**src/rtl/huffman_encoder.sv**
```systemverilog
// Serial canonical-Huffman encoder for symbols 1..18, one code bit per clock, MSB first.
// Optional saturating statistics counters are enabled by defining HUFF_ENC_STATS_EN.
module huffman_encoder #(
    parameter int unsigned CNT_W = 16
) (
    input  logic             clk,
    input  logic             rst,
    input  logic [4:0]       sym_in,
    input  logic             sym_valid,
    output logic             sym_ready,
    output logic             bit_out,
    output logic             bit_valid,
    output logic             enc_err
`ifdef HUFF_ENC_STATS_EN
    ,
    output logic [CNT_W-1:0] sym_count,
    output logic [CNT_W-1:0] bit_count
`endif
);

    typedef enum logic [0:0] {StIdle, StShift} state_e;

    state_e     state_q, state_d;
    logic [4:0] shreg_q, shreg_d;
    logic [2:0] cnt_q, cnt_d;
    logic       bit_valid_q, bit_valid_d;
    logic       enc_err_q, enc_err_d;

    logic       hs;
    logic       legal;
    logic [4:0] code_aligned;
    logic [2:0] code_len;
    logic [2:0] code3;
    logic [3:0] code4;
    logic [4:0] code5;

    // Canonical code table; narrow arithmetic wraps harmlessly for illegal symbols.
    always_comb begin
        legal        = (sym_in != 5'd0) && (sym_in <= 5'd18);
        code3        = sym_in[2:0] - 3'd1;
        code4        = sym_in[3:0] + 4'd1;
        code5        = sym_in + 5'd13;
        code_aligned = '0;
        code_len     = '0;
        if (sym_in <= 5'd2) begin
            code_len     = 3'd3;
            code_aligned = {code3, 2'b00};
        end else if (sym_in <= 5'd10) begin
            code_len     = 3'd4;
            code_aligned = {code4, 1'b0};
        end else begin
            code_len     = 3'd5;
            code_aligned = code5;
        end
    end

    // Ready only from registered state; the last-bit cycle allows a gapless reload.
    assign sym_ready = (state_q == StIdle) || ((state_q == StShift) && (cnt_q == 3'd1));
    assign hs        = sym_valid && sym_ready;

    always_comb begin
        state_d   = state_q;
        shreg_d   = shreg_q;
        cnt_d     = cnt_q;
        enc_err_d = 1'b0;
        unique case (state_q)
            StIdle: begin
                if (hs) begin
                    if (legal) begin
                        state_d = StShift;
                        shreg_d = code_aligned;
                        cnt_d   = code_len;
                    end else begin
                        enc_err_d = 1'b1;
                    end
                end
            end
            StShift: begin
                shreg_d = {shreg_q[3:0], 1'b0};
                cnt_d   = cnt_q - 3'd1;
                if (cnt_q == 3'd1) begin
                    state_d = StIdle;
                    shreg_d = '0;
                    cnt_d   = '0;
                    if (hs) begin
                        if (legal) begin
                            state_d = StShift;
                            shreg_d = code_aligned;
                            cnt_d   = code_len;
                        end else begin
                            enc_err_d = 1'b1;
                        end
                    end
                end
            end
            default: begin
                state_d = StIdle;
                shreg_d = '0;
                cnt_d   = '0;
            end
        endcase
        bit_valid_d = (state_d == StShift);
    end

    always_ff @(posedge clk) begin
        if (rst) begin
            state_q     <= StIdle;
            shreg_q     <= '0;
            cnt_q       <= '0;
            bit_valid_q <= 1'b0;
            enc_err_q   <= 1'b0;
        end else begin
            state_q     <= state_d;
            shreg_q     <= shreg_d;
            cnt_q       <= cnt_d;
            bit_valid_q <= bit_valid_d;
            enc_err_q   <= enc_err_d;
        end
    end

    // shreg is cleared whenever no code is in flight, so bit_out is 0 when idle.
    assign bit_out   = shreg_q[4];
    assign bit_valid = bit_valid_q;
    assign enc_err   = enc_err_q;

`ifdef HUFF_ENC_STATS_EN
    logic [CNT_W-1:0] sym_count_q, sym_count_d;
    logic [CNT_W-1:0] bit_count_q, bit_count_d;

    always_comb begin
        sym_count_d = sym_count_q;
        bit_count_d = bit_count_q;
        if (hs && legal && (sym_count_q != {CNT_W{1'b1}})) begin
            sym_count_d = sym_count_q + CNT_W'(1);
        end
        if (bit_valid_q && (bit_count_q != {CNT_W{1'b1}})) begin
            bit_count_d = bit_count_q + CNT_W'(1);
        end
    end

    always_ff @(posedge clk) begin
        if (rst) begin
            sym_count_q <= '0;
            bit_count_q <= '0;
        end else begin
            sym_count_q <= sym_count_d;
            bit_count_q <= bit_count_d;
        end
    end

    assign sym_count = sym_count_q;
    assign bit_count = bit_count_q;
`endif

endmodule

```
**config.mk**
```make
export PLATFORM = sky130hd
export DESIGN_NAME = huffman_encoder
export DESIGN_NICKNAME = d
export VERILOG_FILES = /design/src/rtl/huffman_encoder.sv
export SDC_FILE = /design/constraint.sdc
export NUM_CORES = 1
export LEC_CHECK = 0
export CAP_MARGIN = 10
export CORE_ASPECT_RATIO = 1.1
export CORE_MARGIN = 4
export CORE_UTILIZATION = 40
export CTS_BUF_LIST = sky130_fd_sc_hd__clkbuf_4 sky130_fd_sc_hd__clkbuf_8
export CTS_CLUSTER_DIAMETER = 100
export DETAILED_ROUTE_END_ITERATION = 8
export GPL_TIMING_DRIVEN = 0
export PLACE_DENSITY = 0.64
export SETUP_SLACK_MARGIN = 0.1
export SYNTH_ARGS = -nofsm -noshare
export SYNTH_HDL_FRONTEND = slang
export SYNTH_SLANG_ARGS = --single-unit
export TNS_END_PERCENT = 100
```
**constraint.sdc**
```tcl
create_clock -name clk -period 2.9 [get_ports clk]
set_input_delay 0.435 -clock clk [delete_from_list [all_inputs] [get_ports clk]]
set_output_delay 0.435 -clock clk [all_outputs]
set_load 0.03 [all_outputs]
```
==> metrics.md <==
| Metric | Value |
|---|---|
| Status | finished clean |
| Synth top area share | 24.3% |
| PnR worst setup slack | 0.301 ns |
| Startpoint type of the worst setup path | input pin |
| VDD IR-drop max | 0.164 mV |
| Max-cap viol count | 0 |
| CP Cell Sequence | clkdlybuf4s50_1 -> clkbuf_2 -> inv_1 -> ha_1 -> nor3b_1 -> or3b_4 -> and2_4 -> or4_1 -> a21oi_1 |
| Final Cycle Share | 89.6% |
| GRT Total Usage | 13.9% |
| Synth Flop Type | dfxtp_1 |
| Hold Path End | cnt_q[0] |
| Tightest Pin Transition | 0.322 ns |
| Crit path capture type | flop |
| CTS Buf Count | 3 |
| Final Instance Area | 986 sq um |
| Crit-path max FO | 9 |
| HP Class | input pin to flop |
| Total congestion overflow | 0 |
| Wire length on met3 | 65 um |
| Reg-to-reg startpoint | cnt_q[1] |
| Die width | 51.3 um |
| Mapped Cells | 108 |
| Yosys reg bits | 10 |
| RSZ-0062 raised after global routing | false |
| Buffers on Ports | 10 |
| Initial DRC Count | 19 |
| Async set-reset flop share out of synthesis | 0% |
| Internal Power | 0.258 mW |
| CTS Hold Bufs | 0 |
| Area growth, synth to finish | 19.6% |
| Htree depth | 1 |
| I/O Pins | 12 |
| Pin count of the biggest net entering global routing | 11 |
| Final Max Slew Viols | 0 |
| Sw Share | 33.2% |
| First-pass GRT wire length | 3120 um |
| Nets | 137 |
| Area leader, netlist | dfxtp_1 |
| ANT nets after route | 0 |
| Leakage | 0.388 nW |
| Synth Warn # | 0 |
| Initial DRT Pass Iterations | 4 |
| Slowest CP cell | clkdlybuf4s50_1 |
| DRC viols | 0 |
| Max Used Layer | met4 |
| Clock skew | 0.000982 ns |
| Net Switching | 0.128 mW |
| Synth top area cells | dfxtp_1 24%, ha_1 9.1%, a21oi_1 6.7% |
| # rows | 16 |
| Flop2flop setup slack | 1.32 ns |
| Antenna cells | 0 |
| DR WL/cell | 12.3 um |
| FMAX | 0.385 GHz |
| Clock Path Buffers | 2 |
| CTS tree | yes |
| Vias in the first global route | 729 |
| Most common cell in the netlist | nand2_1 |
| Overall Power | 0.386 mW |
| Final wirelength | 1820 um |
| Initial antenna violation count | 0 |
| Hold path start | rst |
| Minimum hold slack | 0.416 ns |
| Max incr delay on CP | 0.51 ns |
| Routed met1 length | 797 um |
| Drt via density | 5.49 |
| PwrDens | 392 nW/um^2 |
| Seq/Total Area, Yosys | 24.3% |
| Reg clk slew, reported paths | 0.06 ns |
| Net Count, Synth | 122 |
| Yosys cell types | 36 |
| Reg2Reg Depth | 6 |
| Initial Util | 44.3% |
| DP Worst Slack | -0.0773 ns |
| Clock Latency Late Sink | 0.26 ns |
| Final Hold Viols | 0 |
| Share of layout cells above drive strength 1 | 11.6% |
| Worst flop-to-flop path endpoint | cnt_q[0] |
| Final setup vio count | 0 |
| CTS root buf | clkbuf_4 |
| Arrival time of the worst setup path | 2.79 ns |
| Hpwl dp | 1400 um |
| GP Congestion | 0.894 |
| Core area | 1860 sq um |
| Relative slew slack | 78.5% |
| Logic gate share of total power | 35.7% |
| Area after DPL | 958 sq um |
| Die Area | 2850 sq um |
| Post-Route Utilization | 53.0% |
| Synthesized area per cell | 7.63 sq um |
| Required @ worst endpoint | 3.09 ns |
| Die Y-Extent | 55.6 um |
| Met2 WL | 926 um |
| Synthesized area | 825 sq um |
| Post-synth top cells | 12 x nand2_1, 11 x a21oi_1, 10 x dfxtp_1 |
| Hold depth | 2 |
| Post-synth EDFFs | 0 |
| Sequential power share | 40.4% |
| Setup CP Type | input pin to flop |
| # clock sinks | 10 |
| Via count | 813 |
| Tmin final | 2.60 ns |
| Clock network power share | 23.9% |
[layout by cell type, fill, tap and decap left out, types with 2 or more instances in the layout]
cell              n
a31oi_1           5
nand3_1           6
nor3b_1           2
nand4_1           3
a311oi_1          2
nand2b_1          2
a21oi_1          10
o21ai_0           6
buf_6             3
a22oi_1           2
buf_4             2
inv_1             9
clkdlybuf4s50_1  10
o211ai_1          2
xor2_1            2
nor2_1            4
clkbuf_4          3
ha_1              6
dfxtp_1          10
a221oi_1          2
nand2_1          12
[how the worst max path moves through the flow]
| stage | cells after the start | start | endpoint | slack (ns) |
|---|---|---|---|---|
| final | 9 | sym_in[1] | shreg_q[0] | 0.30 |
| after global routing | 5 | cnt_q[1] | sym_ready | 0.16 |
| after CTS | 9 | sym_in[1] | shreg_q[0] | 0.18 |
| after detailed placement | 9 | sym_in[1] | shreg_q[0] | -0.08 |
| after global placement | 9 | sym_in[1] | shreg_q[0] | -0.07 |
| after floorplan | 8 | sym_in[1] | shreg_q[0] | 0.64 |
[critical path, delay by kind of cell]
kind            cells  cell delay, ns
compound gates      1            0.12
fa+ha+maj           1            0.20
buf+inv             3            0.83
simple gates        4            1.19
[repair_timing]
item | 4_1_cts | 5_1_grt
gates resized for setup | 1 | 2
setup buffers | 0 | 0
endpoints found under the setup margin | 1 | 1
pin swaps | 0 | 0
[power groups by stage]
stage	clock, mW	sequential, mW	combinational [mW]
CTS	0.0946	0.156	0.137
global route	0.0981	0.158	0.154
floorplan	0	0.165	0.0917
global placement	0	0.159	0.134
finish	0.0922	0.156	0.138
detailed placement	0	0.159	0.135
[layout make-up]
type / instances / area [sq um]
clock buffer: 3 / 22.5
fill: 202 / 876
sequential: 10 / 200
multi-input combinational: 82 / 538
tap: 27 / 33.8
inverter: 10 / 37.5
buffer: 6 / 53.8
timing repair buffer: 10 / 100
[per-layer routing]
| layer | vias up | GRT usage, % |
|---|---|---|
| met3 | 2 | 0.804 |
| met2 | 19 | 23.8 |
| met5 | - | 0 |
| met4 | 0 | 7.87 |
| met1 | 374 | 16.7 |
| li1 | 418 | - |
[sequential cells by signal, summed over array words and instances (netlist names)]
signal,cells
shreg_q,5
enc_err,1
cnt_q,3
bit_valid,1
[stage by stage]
step / std cells / setup TNS (ns)
detailed placement: 145 / -0.0773
global route: 148 / 0
global placement: 145 / -0.0722
floorplan: 108 / 0
CTS: 148 / 0
finish: 148 / 0
[cells by family (layout without fill, tap and decap cells)]
kind of cell	count (synthesis)	count (layout)	synth area share [%]
xor+xnor	3	3	3.19
compound gates	34	34	25.8
flops	10	10	24.3
simple gates	38	38	25.5
fa+ha+maj	7	7	10.3
buf+inv	16	29	10.9
(Power assumes the default switching activity.)
